===== src/rtl/pipe_ctrl_pkg.sv =====
// Shared types for the pipeline controller.
//   fwd_sel_t    : EX operand mux select (regfile / WB / MEM)
//   ctrl_state_t : controller state (run, two drain cycles, halted)
package pipe_ctrl_pkg;

  typedef enum logic [1:0] {
    FWD_RF  = 2'b00,
    FWD_WB  = 2'b01,
    FWD_MEM = 2'b10
  } fwd_sel_t;

  typedef enum logic [1:0] {
    RUN,
    DRAIN0,
    DRAIN1,
    HALTED
  } ctrl_state_t;

endpackage


===== src/rtl/pipe_ctrl_unit_sat_counter.sv =====
// Saturating up-counter used for the stall / flush performance counters.
//   clk, reset : clock, synchronous active-high reset (clears count)
//   inc        : add one this cycle unless already at all-ones
//   count      : current value
module sat_counter #(
  parameter int unsigned W = 16
) (
  input  logic         clk,
  input  logic         reset,
  input  logic         inc,
  output logic [W-1:0] count
);

  always_ff @(posedge clk) begin
    if (reset)
      count <= '0;
    else if (inc && (count != '1))
      count <= count + 1'b1;
  end

endmodule


===== src/rtl/pipe_ctrl_unit.sv =====
// Centralised pipeline controller for the 5-stage RV32 core: hazard stall,
// branch flush, data-memory freeze, halt drain, EX forwarding selects and
// saturating stall/flush counters.
//   clk, reset                 : clock, synchronous active-high reset
//   id_rs1/2, id_use_rs1/2     : ID source registers and their use bits
//   ex_rs1/2                   : sources held in ID/EX (forwarding compare)
//   ex_/mem_/wb_rd, *_regwrite : per-stage destination and write enable
//   ex_memread, br_taken       : load in EX, redirect resolved in EX
//   ex_halt, dmem_busy         : halt in EX, data memory not ready
//   pc_en..memwb_en            : pipeline register enables
//   ifid_flush, idex_bubble    : NOP insertion into IF/ID and ID/EX
//   fwd_a, fwd_b               : EX operand mux selects
//   halted                     : pipe fully drained after halt
//   stall_cnt, flush_cnt       : saturating performance counters
module pipe_ctrl_unit
  import pipe_ctrl_pkg::*;
#(
  parameter int unsigned RF_ADDR_W = 5,
  parameter int unsigned FWD_EN    = 1,
  parameter int unsigned CNT_W     = 16
) (
  input  logic                 clk,
  input  logic                 reset,
  input  logic [RF_ADDR_W-1:0] id_rs1,
  input  logic [RF_ADDR_W-1:0] id_rs2,
  input  logic                 id_use_rs1,
  input  logic                 id_use_rs2,
  input  logic [RF_ADDR_W-1:0] ex_rs1,
  input  logic [RF_ADDR_W-1:0] ex_rs2,
  input  logic [RF_ADDR_W-1:0] ex_rd,
  input  logic [RF_ADDR_W-1:0] mem_rd,
  input  logic [RF_ADDR_W-1:0] wb_rd,
  input  logic                 ex_regwrite,
  input  logic                 mem_regwrite,
  input  logic                 wb_regwrite,
  input  logic                 ex_memread,
  input  logic                 br_taken,
  input  logic                 ex_halt,
  input  logic                 dmem_busy,
  output logic                 pc_en,
  output logic                 ifid_en,
  output logic                 idex_en,
  output logic                 exmem_en,
  output logic                 memwb_en,
  output logic                 ifid_flush,
  output logic                 idex_bubble,
  output logic [1:0]           fwd_a,
  output logic [1:0]           fwd_b,
  output logic                 halted,
  output logic [CNT_W-1:0]     stall_cnt,
  output logic [CNT_W-1:0]     flush_cnt
);

  ctrl_state_t state, state_next;
  logic        stall_inc, flush_inc;
  logic        hazard;

  function automatic logic rs_hit(input logic [RF_ADDR_W-1:0] rs,
                                  input logic                 use_rs,
                                  input logic [RF_ADDR_W-1:0] rd,
                                  input logic                 we);
    return use_rs && (rs != '0) && (rs == rd) && we;
  endfunction

  function automatic fwd_sel_t fwd_pick(input logic [RF_ADDR_W-1:0] rs);
    if (mem_regwrite && (mem_rd != '0) && (rs == mem_rd))
      return FWD_MEM;
    else if (wb_regwrite && (wb_rd != '0) && (rs == wb_rd))
      return FWD_WB;
    else
      return FWD_RF;
  endfunction

  // Without forwarding every in-flight producer blocks ID, because the
  // regfile is not write-through; with forwarding only a load in EX does.
  always_comb begin
    hazard = 1'b0;
    if (FWD_EN != 0) begin
      hazard = rs_hit(id_rs1, id_use_rs1, ex_rd, ex_regwrite && ex_memread) ||
               rs_hit(id_rs2, id_use_rs2, ex_rd, ex_regwrite && ex_memread);
    end else begin
      hazard = rs_hit(id_rs1, id_use_rs1, ex_rd,  ex_regwrite)  ||
               rs_hit(id_rs1, id_use_rs1, mem_rd, mem_regwrite) ||
               rs_hit(id_rs1, id_use_rs1, wb_rd,  wb_regwrite)  ||
               rs_hit(id_rs2, id_use_rs2, ex_rd,  ex_regwrite)  ||
               rs_hit(id_rs2, id_use_rs2, mem_rd, mem_regwrite) ||
               rs_hit(id_rs2, id_use_rs2, wb_rd,  wb_regwrite);
    end
  end

  always_ff @(posedge clk) begin
    if (reset) begin
      state  <= RUN;
      halted <= 1'b0;
    end else begin
      state  <= state_next;
      halted <= (state_next == HALTED);
    end
  end

  always_comb begin
    state_next  = state;
    pc_en       = 1'b1;
    ifid_en     = 1'b1;
    idex_en     = 1'b1;
    exmem_en    = 1'b1;
    memwb_en    = 1'b1;
    ifid_flush  = 1'b0;
    idex_bubble = 1'b0;
    stall_inc   = 1'b0;
    flush_inc   = 1'b0;
    fwd_a       = FWD_RF;
    fwd_b       = FWD_RF;

    if (reset) begin
      ifid_flush  = 1'b1;
      idex_bubble = 1'b1;
      state_next  = RUN;
    end else begin
      if (FWD_EN != 0) begin
        fwd_a = fwd_pick(ex_rs1);
        fwd_b = fwd_pick(ex_rs2);
      end
      unique case (state)
        RUN: begin
          if (dmem_busy) begin
            {pc_en, ifid_en, idex_en, exmem_en, memwb_en} = '0;
          end else if (ex_halt) begin
            pc_en       = 1'b0;
            ifid_flush  = 1'b1;
            idex_bubble = 1'b1;
            state_next  = DRAIN0;
          end else if (br_taken) begin
            ifid_flush  = 1'b1;
            idex_bubble = 1'b1;
            flush_inc   = 1'b1;
          end else if (hazard) begin
            pc_en       = 1'b0;
            ifid_en     = 1'b0;
            idex_bubble = 1'b1;
            stall_inc   = 1'b1;
          end
        end
        DRAIN0, DRAIN1: begin
          if (dmem_busy) begin
            {pc_en, ifid_en, idex_en, exmem_en, memwb_en} = '0;
          end else begin
            pc_en       = 1'b0;
            ifid_flush  = 1'b1;
            idex_bubble = 1'b1;
            state_next  = (state == DRAIN0) ? DRAIN1 : HALTED;
          end
        end
        HALTED: begin
          {pc_en, ifid_en, idex_en, exmem_en, memwb_en} = '0;
        end
        default: state_next = RUN;
      endcase
    end
  end

  sat_counter #(.W(CNT_W)) u_stall_cnt (
    .clk   (clk),
    .reset (reset),
    .inc   (stall_inc),
    .count (stall_cnt)
  );

  sat_counter #(.W(CNT_W)) u_flush_cnt (
    .clk   (clk),
    .reset (reset),
    .inc   (flush_inc),
    .count (flush_cnt)
  );

endmodule


===== config.mk =====
export PLATFORM = sky130hd
export DESIGN_NAME = pipe_ctrl_unit
export DESIGN_NICKNAME = d
export VERILOG_FILES = /design/src/rtl/pipe_ctrl_pkg.sv /design/src/rtl/pipe_ctrl_unit_sat_counter.sv /design/src/rtl/pipe_ctrl_unit.sv
export SDC_FILE = /design/constraint.sdc
export NUM_CORES = 1
export LEC_CHECK = 0
export CAP_MARGIN = 0
export CORE_ASPECT_RATIO = 0.7
export CORE_MARGIN = 3
export CORE_UTILIZATION = 30
export CTS_CLUSTER_DIAMETER = 200
export DETAILED_ROUTE_END_ITERATION = 8
export PLACE_DENSITY = 0.59
export SETUP_SLACK_MARGIN = 0.15
export SKIP_CTS_REPAIR_TIMING = 1
export SLEW_MARGIN = 20
export SYNTH_ARGS = -nofsm -noshare
export SYNTH_HDL_FRONTEND = slang
export SYNTH_SLANG_ARGS = --single-unit

===== constraint.sdc =====
create_clock -name clk -period 2.6 [get_ports clk]
set_input_delay 0.52 -clock clk [delete_from_list [all_inputs] [get_ports clk]]
set_output_delay 0.52 -clock clk [all_outputs]
set_load 0.03 [all_outputs]

Word-level counts from Yosys, hierarchy flattened
Cells that the tools add are included.
{"block": "op_classes", "addsub": 2, "n_eq_ne": 12, "n_mux": 45, "reduce_logical": 24}
{"op": "16-bit by 1-bit adder with 16-bit output, second input constant", "n": 2}
{"op": "16-bit != test, second input constant", "n": 2}
{"op": "1-bit two-way mux", "n": 31}
{"op": "5-bit == test", "n": 6}
{"op": "5-bit nonzero test", "n": 4}
{"op": "2-bit two-way mux", "n": 8}
{"op": "1-bit logical AND", "n": 15}
{"op": "1-bit one-hot mux with 2 select lines", "n": 4}
{"op": "2-bit == test, second input constant", "n": 3}
{"op": "3-bit OR reduction", "n": 2}
{"op": "2-bit one-hot mux with 2 select lines", "n": 1}
{"op": "1-bit one-hot mux with 3 select lines", "n": 1}
{"op": "2-bit by 1-bit == test with 1-bit output, second input constant", "n": 1}
{"op": "2-bit logical NOT", "n": 1}
{"op": "2-bit OR reduction", "n": 1}
{"op": "1-bit logical OR", "n": 1}
{"block": "totals", "ff_bits": 35, "in_bits": 46, "output_inout_bits": 44, "wordCells": 87}

Longest topological paths before layout
{"block": "depth", "depth_word": 12, "depth_mapped": 8, "depth_no_buf": 8}

Modules after synthesis
From an unflattened synthesis, not the netlist that was laid out.
{"block": "hier_totals", "cells_unflattened": 301, "area_unflattened_um2": 2436.1}
{"module": "sat_counter", "instances": 2, "cells_per_inst": 99, "area_per_inst_um2": 848.3, "seq_area_each_um2": 320.3}
{"module": "pipe_ctrl_unit", "instances": 1, "cells_per_inst": 103, "area_per_inst_um2": 739.5, "seq_area_each_um2": 60.1}

Worst setup path after synthesis
No wires, ideal clock.
{"block": "synth_path", "path_kind": "input port to output port", "from": "in mem_rd[1]", "to": "out fwd_a[0]", "arrival_ns": 2.435, "required_time_ns": 2.080, "slack_ns": -0.355, "stages": 4, "n_path_buf": 0, "cell_sequence": "or4_1 > o21ai_0 > nor3_1 > nor4_1"}
{"block": "synth_via", "elab_chain_len": 5, "elab_cells_between_ends": 6, "cone_classes": "eq/ne: 1; mux: 2; reduce/logical: 3"}
{"item": "from (decl)", "line_no": "pipe_ctrl_unit.sv:31", "source": "input logic [RF_ADDR_W-1:0] mem_rd,"}
{"item": "5-bit nonzero test", "line_no": "pipe_ctrl_unit.sv:66", "source": "if (mem_regwrite && (mem_rd != '0) && (rs == mem_rd))"}
{"item": "1-bit logical AND", "line_no": "pipe_ctrl_unit.sv:66"}
{"item": "1-bit logical AND (*)", "line_no": "pipe_ctrl_unit.sv:66"}
{"item": "2-bit two-way mux (*)", "line_no": "pipe_ctrl_unit.sv:66"}
{"item": "2-bit two-way mux (*)", "line_no": "pipe_ctrl_unit.sv:115", "source": "if (reset) begin"}
{"item": "to (decl)", "line_no": "pipe_ctrl_unit.sv:47", "source": "output logic [1:0] fwd_a,"}
Every way passes the cells marked *; elsewhere a longest branch is shown, timed or not.

Worst setup path in the final report
{"block": "layout_path", "from": "in mem_rd[4]", "to": "out fwd_b[0]"}
{"block": "layout_via", "elab_chain_len": 5, "elab_cells_between_ends": 6, "cone_classes": "eq/ne: 1; mux: 2; reduce/logical: 3"}
{"item": "5-bit nonzero test", "line_no": "pipe_ctrl_unit.sv:66"}
{"item": "1-bit logical AND", "line_no": "pipe_ctrl_unit.sv:66"}
{"item": "1-bit logical AND (*)", "line_no": "pipe_ctrl_unit.sv:66"}
{"item": "2-bit two-way mux (*)", "line_no": "pipe_ctrl_unit.sv:66"}
{"item": "2-bit two-way mux (*)", "line_no": "pipe_ctrl_unit.sv:115"}
{"item": "to (decl)", "line_no": "pipe_ctrl_unit.sv:48", "source": "output logic [1:0] fwd_b,"}
Marked as above.

==> results.yml <==
timing:
  fin_crit_ns: 2.53
  max_slew_margin_pct: 70.1
  holdWs_ns: 0.508
  hold_viol_final: 0
  tns_ns: 0
  setup_viol: 0
  worstMarginPinSlew_ns: 0.447
  min_period_over_period_pct: 97.1
  finClkSkew_ns: 0.00476
  slew_violations: 0
  fmax_ghz: 0.396
  rsz0062_at_grt: "yes"
detailed_routing:
  ant_nets: 0
  drt_iter0_drc: 89
  drc_errors: 0
  dr.pass1.iters: 4
  viasPerCell: 4.95
  vias: 2507
  finalWirelength_um: 7300
  wire_per_inst_um: 14.4
job:
  maxCapViolCount: 0
final_layout:
  multi_input_area_sq_um: 1750
  layout.nets: 458
  register_area_sq_um: 701
  area_delta_synth_final_pct: 69.0
  antenna_cells: 0
  fin_area_sq_um: 4000
  drive_above_1_share_pct: 25.7
  finish.utilization_pct: 53.5
  fill_cells: 699
die:
  coreArea_sq_um: 7480
  initial_utilization_pct: 31.7
  die_area_sq_um: 9010
  die_w_um: 112
  rows: 26
  die_y_um: 80.3
  io_pins: 90
clock_tree:
  clock_latency_ns: 0.28
  clockRootBuffer: "clkbuf_16"
  cts_buffers: 5
  cts_tree: "yes"
  cts.sinks: 35
  h-tree-depth: 2
  path_clk_slew_ns: 0.06
  clock_path_buffers: 2
synthesis:
  ys_types: 50
  ys.flop_type: "dfxtp_1"
  synth_seq_cells: 35
  synthesis.area_sq_um: 2370
  synth_top_area_cell: "dfxtp_1"
  netlist_top_cells_area: "dfxtp_1 (30%), xnor2_1 (8.5%), xor2_1 (5.9%)"
  yosys-top-cells-count: "dfxtp_1 (35), xnor2_1 (23), nor2_1 (22)"
  seq_area_frac_synth_pct: 29.6
  post-synth-top-count-cell: "dfxtp_1"
  ys_warn_count: 0
  avgSynthCellArea_sq_um: 8.43
  syn_inst: 281
  syn_nets: 332
  synthArstFlopShare_pct: 0
  synth_edf_count: 0
  synth_top_area_share_pct: 29.6
setup_path:
  startpoint: "mem_rd[4]"
  critPathLaunchType: "primary input"
  crit_path_end_kind: "primary output"
  path_class: "in2out"
  cp.required_ns: 2.08
  critPathArrivalTime_ns: 2.01
  worstReg2RegStart: "state[0]"
  crit_fanout: 3
place:
  placed_area_sq_um: 3640
  place.gp.congestion: 0.884
  numPortBuffers: 89
  dp_hpwl_um: 5570
status:
  outcome: "complete, no violations"
power:
  leakage_nw: 1.70
  vdd_drop_max_mv: 0.331
  power_density_nw_per_um2: 446
global_route:
  grt_max_degree: 39
  grt_first_pass_wirelength_um: 11400
  grt_pass1_vias: 2325
  grt.overflow.total: 0
  gr-usage-all-layers_pct: 15.3
  antenna_found_initial: 0
worst_hold_path:
  hold_start: "u_flush_cnt.count[12]"
  hp-class: "reg2reg"
-- cells by family after synthesis --
kind of cell | Yosys count | share of synthesized area, %
AND/OR/NAND/NOR | 127 | 32.5
buffers and inverters | 15 | 3.01
XOR/XNOR | 39 | 14.4
AO/OA/AOI/OAI | 54 | 14.9
multiplexers | 6 | 2.96
flip-flops | 35 | 29.6
adder cells (fa/ha/maj) | 5 | 2.64
-- metal layers --
layer,wire length (um),part of all wire (%),GRT usage (%)
met5,0,0,0
met4,138,1.9,3.48
met3,494,6.8,3.92
met2,3180,44,23.0
met1,3490,48,21.7
-- worst paths after layout --
path	to	slack (ns)	cells after the start
min	u_flush_cnt.count[12]	0.51	2
max reg2reg	u_flush_cnt.count[12]	0.41	8
min reg2reg	u_flush_cnt.count[12]	0.51	2
max	fwd_b[0]	0.07	7
-- state kept, by name, indices dropped and copies added (netlist names) --
signal	flops
state	2
u_stall_cnt.count	16
u_flush_cnt.count	16
halted	1
-- worst max-delay path, cell delays in order --
cell     delay (ns)
buf_6          0.09
or4_4          0.55
o21ai_4        0.20
buf_6          0.13
nor3_4         0.04
nor4_4         0.29
buf_6          0.17
-- cell usage in the layout, fill, tap and decap left out, drive strengths merged, types with 7 or more instances in the layout --
master / n
buf: 50
clkdlybuf4s50: 41
dfxtp: 35
dlymetal6s2s: 28
nor2: 25
xnor2: 23
o21ai: 21
a21oi: 19
xor2: 16
nand2: 13
nand3: 13
or3: 13
clkbuf: 13
nor3: 11
nand4: 9
or4: 9
inv: 7
-- where the power goes --
part / leakage (nW) / internal, mW / switching (mW) / total, mW
Clock: 0.0838 / 0.452 / 0.232 / 0.684
Sequential: 0.282 / 0.554 / 0.0178 / 0.571
Combinational: 1.33 / 0.259 / 0.272 / 0.531
-- metrics by stage --
stage,worst slack (ns),std cells,power [mW]
final,0.0746,506,1.79
after global routing,0.0238,506,1.88
after CTS,-0.404,505,1.77
after detailed placement,-0.404,497,1.08
after global placement,-0.355,497,1.08
after floorplan,0.113,281,0.858
-- layout make-up --
type                            instances  share of cell area (%)
Multi-Input combinational cell        231                    43.7
Timing Repair Buffer                  127                    30.9
Sequential cell                        35                    17.5
Clock buffer                            5                    3.13
Tap cell                               98                    3.06
Clock inverter                          3                    1.09
Inverter                                7                   0.656
(Power assumes the default switching activity.)
==> RTL change 1, RTL diff (same flow settings) <==
The parameter `CNT_W` goes from 16 to 12.
--- a/src/rtl/pipe_ctrl_unit.sv
+++ b/src/rtl/pipe_ctrl_unit.sv
@@ -19,3 +19,3 @@
   parameter int unsigned FWD_EN    = 1,
-  parameter int unsigned CNT_W     = 16
+  parameter int unsigned CNT_W     = 12
 ) (
Interface: changed (resized flush_cnt and stall_cnt); port bits go from 90 to 82. The function was not compared with the original's and may differ.
==> RTL change 1 against the original RTL <==
- sequential cell count fell by 8
- highest routed layer unchanged
- routed wire length fell by 18%
- worst setup slack got worse by 15 ps
- design area fell by 17%
- largest cell class unchanged
- power shrank 34%
- global-route usage increased by 0.13 points
- synthesized cell count is 17% lower
- area after synthesis is 20% lower
- utilization is 2.8 points higher
==> RTL change 1: results (changes against the original RTL) <==
qor: sta.clock_skew 4.78 ps [+0.0166 ps]
qor: power_and_ir_drop.vdd.ir_drop.worst 0.000192 V [-42%]
qor: synthesis.netlist_top_cells_area sky130_fd_sc_hd__dfxtp_1 (28%), sky130_fd_sc_hd__xor2_1 (12%), sky130_fd_sc_hd__xnor2_1 (7.4%)
qor: synthesis.seq_area_frac_synth 0.284 [-0.0114]
qor: placed_design.port_buffers 81 [-9.0%]
qor: global_routing.grt_max_degree 28 [-28%]
qor: detailed_routing.vias 2086 [-17%]
qor: synthesis.synth_xor_area_frac 0.189 [+0.0447]
qor: synthesis.synth_compound_area_frac 0.136 [-0.0127]
qor: critical_path.worst-path-max-fanout 2 [-1]
qor: detailed_routing.drt_iter0_markers 43 [-52%]
qor: layout.layout-drive-gt1-share 0.255 [-0.00234]
qor: synthesis.synthesis.instances 234 [-17%]
qor: detailed_routing.wl 5980 µm [-18%]
qor: clock_network.htree_levels 1 [-1]
qor: clock_network.clk_pin_slew 90 ps [+30 ps]
qor: power_and_ir_drop.leakage 1.48 nW [-13%]
qor: layout.filler_cell_count 553 [-21%]
qor: clock_network.number_of_buffers_added_by_the_clock_tree_synthesis_step 3 [-2]
qor: placed_design.dp_hpwl 4530 µm [-19%]
qor: placed_design.dp.cells 416 [-16%]
qor: synthesis.synth_common_cells sky130_fd_sc_hd__dfxtp_1 (27), sky130_fd_sc_hd__xor2_1 (25), sky130_fd_sc_hd__nor2_1 (23)
qor: global_routing.globalRouteTotalUtil 0.154 [+0.00126]
qor: critical_path.worst-endpoint-arrival 2020 ps
qor: layout.reg_top3 u_flush_cnt.count x12, u_stall_cnt.count x12, state x2
qor: detailed_routing.avgViaCountPerCell 4.92 [-0.70%]
qor: layout.finish.net_count 401 [-12%]
qor: run_status.outcome finished, final reports clean
qor: sta.timing.slew.headroom 0.618 [-0.0824]
qor: placed_design.finalWeightedCongestion 0.867 [-2.0%]
qor: synthesis.synth_adder_area_share 0.0329 [+0.00650]
qor: global_routing.grt_antenna_before_repair 0 [unchanged]
qor: critical_path.timing.critical_path.slowest_cell_delay 530 ps [-20 ps]
qor: global_routing.grt_pass1_wl 9260 µm [-18%]
qor: clock_network.clockRootBuffer sky130_fd_sc_hd__clkbuf_8
qor: synthesis.synth.distinct_cells 49 [-2.0%]
qor: synthesis.post_synth_mux_area_share 0.0112 [-0.0184]
qor: power_and_ir_drop.cellInternalPower 0.781 mW [-38%]
qor: synthesis.synthesized_net_count 285 [-14%]
qor: synthesis.ys_dominant_reg_cell sky130_fd_sc_hd__dfxtp_1
RTL change 1: worst paths after layout:
check | from | end | slack, ps | depth (start not counted)
max reg2reg | state[0]$_SDFF_PP0_ | u_stall_cnt.count[9]$_SDFFE_PP0P_ | 520 | 8
max | ex_rs2[4] | fwd_b[0] | 60 | 5
min reg2reg | u_stall_cnt.count[11]$_SDFFE_PP0P_ | u_stall_cnt.count[11]$_SDFFE_PP0P_ | 500 | 2
min | u_stall_cnt.count[11]$_SDFFE_PP0P_ | u_stall_cnt.count[11]$_SDFFE_PP0P_ | 500 | 2
RTL change 1: cell families (layout without fill, tap and decap cells):
family,Yosys count,in the layout
AND/OR/NAND/NOR,106,106
XOR/XNOR,41,41
AO/OA/AOI/OAI,40,40
flip-flops,27,27
buffers and inverters,13,128
adder cells (fa/ha/maj),5,5
multiplexers,2,2
RTL change 1: worst min-delay path, delay by kind of cell (launching register included):
kind               cells  cell delay (ps)
DFF                    1              340
AOI/OAI and AO/OA      2              130
RTL change 1: power groups by stage:
stage          sequential, mW  clock (mW)  combinational, mW
2_1_floorplan           0.457           0              0.250
3_3_place_gp            0.454           0              0.442
3_5_place_dp            0.454           0              0.449
4_1_cts                 0.444       0.259              0.451
5_1_grt                 0.447       0.275              0.537
6_report                0.445       0.245              0.486
RTL change 1: final cells by class:
| type | instances | area, µm² | share of cell area |
|---|---|---|---|
| Sequential cell | 27 | 541 | 0.162 |
| Timing Repair Buffer | 118 | 1150 | 0.346 |
| Clock inverter | 1 | 7.51 | 0.00225 |
| Tap cell | 75 | 93.8 | 0.0281 |
| Inverter | 6 | 22.5 | 0.00675 |
| Multi-Input combinational cell | 194 | 1480 | 0.442 |
| Clock buffer | 3 | 41.3 | 0.0124 |
RTL change 1: routing by layer:
| metal | up-vias | global-route usage | share of wire |
|---|---|---|---|
| li1 | 1066 | - | - |
| met1 | 948 | 0.223 | 0.49 |
| met2 | 68 | 0.233 | 0.43 |
| met3 | 4 | 0.0458 | 0.077 |
| met4 | 0 | 0.0177 | 0.0048 |
| met5 | - | 0 | 0 |
RTL change 1: metrics by stage:
step / power, mW / setup WS (ps) / cell area, µm² / setup TNS (ps)
floorplan: 0.707 / 202 / 1930 / 0
global placement: 0.896 / -220 / 3010 / -630
detailed placement: 0.903 / -241 / 3010 / -703
CTS: 1.15 / -239 / 3060 / -696
global route: 1.26 / -6.16 / 3340 / -12.1
finish: 1.18 / 59.5 / 3340 / 0
==> RTL change 2, RTL diff (same flow settings) <==
Without the edit above. Put a register stage on the output `flush_cnt`. The value now appears one clock later. The other outputs are not delayed to match.
--- a/src/rtl/pipe_ctrl_unit.sv
+++ b/src/rtl/pipe_ctrl_unit.sv
@@ -52,2 +52,4 @@
 );
+
+  logic [CNT_W-1:0] flush_cnt_d;
 
@@ -172,4 +174,8 @@
     .inc   (flush_inc),
-    .count (flush_cnt)
+    .count (flush_cnt_d)
   );
+
+  always_ff @(posedge clk) begin
+    flush_cnt <= flush_cnt_d;
+  end
 
Formal check against the unedited RTL: not equivalent (Yosys sat finds a counterexample within 4 cycles, from zero or initial values and one cycle with reset high).
==> RTL change 2 against the original RTL <==
- area after synthesis up 12%
- final cell count up 7.7%
- first-iteration DRC count increased by 7.9%
- design area grew 6.9%
- critical path depth did not move
- sequential power increased by 44%
- global-route usage down 1.7 points
- worst setup slack gained 63 ps
- power increased by 18%
- routed wire length fell by 0.26%
- sequential cell count rose by 16
- utilization is 3.2 points lower
- critical endpoint unchanged
- largest power group is now sequential cells
==> RTL change 2: results (changes against the original RTL) <==
qor: run_status.outcome finished, final reports clean
qor: clock_network.clockRootBuffer sky130_fd_sc_hd__clkbuf_16
qor: global_routing.grt_max_degree 26 [-33%]
qor: layout.filler_cell_count 797 [+14%]
qor: synthesis.synth.distinct_cells 49 [-2.0%]
qor: synthesis.yosys_warnings 0 [unchanged]
qor: global_routing.met3_usage 0.0431 [+0.00394]
qor: layout.antenna_cells_inserted 0 [unchanged]
qor: global_routing.grtUsageMet1 0.183 [-0.0346]
qor: synthesis.synthesized_net_count 353 [+6.3%]
qor: clock_network.htree_levels 2 [unchanged]
qor: layout.ff_latch_area 1020 µm² [+46%]
qor: placed_design.dp_hpwl 5560 µm [-0.19%]
qor: placed_design.dpl_worst_slack -201 ps [+203 ps]
qor: power_and_ir_drop.leakage 1.80 nW [+6.2%]
qor: synthesis.async_flop_share 0 [unchanged]
qor: global_routing.grt_pass1_wl 11400 µm [+0.12%]
qor: layout.layout-drive-gt1-share 0.209 [-0.0479]
qor: synthesis.seq_area_frac_synth 0.385 [+0.0889]
qor: placed_design.port_buffers 89 [unchanged]
qor: detailed_routing.drt_iter0_markers 96 [+7.9%]
qor: detailed_routing.routed_wire_length_per_instance 13.4 µm [-7.4%]
qor: sta.clock_skew 7.52 ps [+2.76 ps]
qor: global_routing.grt_pass1_vias 2403 [+3.4%]
qor: sta.timing.slew.headroom 0.686 [-0.0152]
qor: clock_network.number_of_buffers_added_by_the_clock_tree_synthesis_step 5 [unchanged]
qor: synthesis.netlist_top_cells_area sky130_fd_sc_hd__dfxtp_1 (38%), sky130_fd_sc_hd__xnor2_1 (7.3%), sky130_fd_sc_hd__xor2_1 (7.3%)
qor: clock_network.clk_pin_slew 70 ps
qor: layout.finish.net_count 475 [+3.7%]
qor: layout.reg_top3 flush_cnt x16, u_flush_cnt.count x16, u_stall_cnt.count x16
qor: min_path.min-delay-path-class register to register
qor: detailed_routing.vias 2592 [+3.4%]
qor: power_and_ir_drop.vdd.ir_drop.worst 0.000362 V [+9.5%]
qor: global_routing.gr-usage-met2 0.213 [-0.0170]
qor: detailed_routing.first_pass_iters 4 [unchanged]
qor: critical_path.worst-path-max-fanout 4 [+1]
qor: synthesis.synth_common_cells sky130_fd_sc_hd__dfxtp_1 (51), sky130_fd_sc_hd__nor2_1 (30), sky130_fd_sc_hd__nand2_1 (26)
qor: clock_network.clkLatencyLatePin 280 ps [about the same]
qor: placed_design.finalWeightedCongestion 0.864 [-2.3%]
qor: placed_design.dpl_cell_area 3870 µm² [+6.1%]
qor: critical_path.worst-endpoint-arrival 1940 ps [-70 ps]
qor: clock_network.clockBufferDepth 2 [unchanged]
qor: global_routing.grt_antenna_before_repair 0 [unchanged]
qor: global_routing.globalRouteTotalUtil 0.135 [-0.0175]
==> RTL change 2: metal layers <==
metal	vias up	wire length (µm)	part of all wire
li1	1316	-	-
met1	1186	3450	0.47
met2	82	3210	0.44
met3	8	538	0.074
met4	0	79	0.011
met5	-	0	0
==> RTL change 2: metrics by stage <==
stage	setup TNS, ps	hold slack [ps]	cells
2_1_floorplan	0	359	302
3_5_place_dp	-1700	372	531
4_1_cts	-870	381	539
3_3_place_gp	-906	373	531
5_1_grt	0	397	545
6_report	0	381	545
==> RTL change 2: cell families after synthesis <==
| family | after synthesis | synth area share |
|---|---|---|
| AO/OA/AOI/OAI | 44 | 0.108 |
| XOR/XNOR | 44 | 0.145 |
| adder cells (fa/ha/maj) | 5 | 0.0236 |
| buffers and inverters | 16 | 0.0297 |
| flip-flops | 51 | 0.385 |
| multiplexers | 5 | 0.0207 |
| AND/OR/NAND/NOR | 137 | 0.288 |
==> RTL change 2: worst max-delay path, stage by stage <==
cell                      delay (ps)
sky130_fd_sc_hd__buf_6            90
sky130_fd_sc_hd__or4_1           510
sky130_fd_sc_hd__o21ai_1         140
sky130_fd_sc_hd__buf_4           150
sky130_fd_sc_hd__nor3_4           50
sky130_fd_sc_hd__nor4_4          310
sky130_fd_sc_hd__buf_6           170
==> RTL change 2: power by group <==
group          leakage (nW)  internal, mW  switching (mW)
combinational          1.30         0.269           0.253
sequential            0.411         0.802          0.0178
clock                0.0875         0.484           0.282
total                  1.80          1.55           0.553
==> RTL change 2: path summary, 6_finish.rpt <==
path	from	slack (ps)	cells past startpoint	to
setup / recovery	mem_rd[2]	140	7	fwd_b[0]
hold reg to reg	u_flush_cnt.count[4]$_SDFFE_PP0P_	380	0	flush_cnt[4]$_DFF_P_
setup reg to reg	state[0]$_SDFF_PP0_	330	10	u_stall_cnt.count[10]$_SDFFE_PP0P_
hold / removal	u_flush_cnt.count[4]$_SDFFE_PP0P_	380	0	flush_cnt[4]$_DFF_P_
==> RTL change 2: cell type report <==
type | instances | share of cell area
multi-input combinational | 235 | 0.395
timing repair buffer | 125 | 0.284
sequential | 51 | 0.239
tap | 120 | 0.0351
clock buffer | 6 | 0.0324
clock inverter | 2 | 0.00906
inverter | 6 | 0.00526
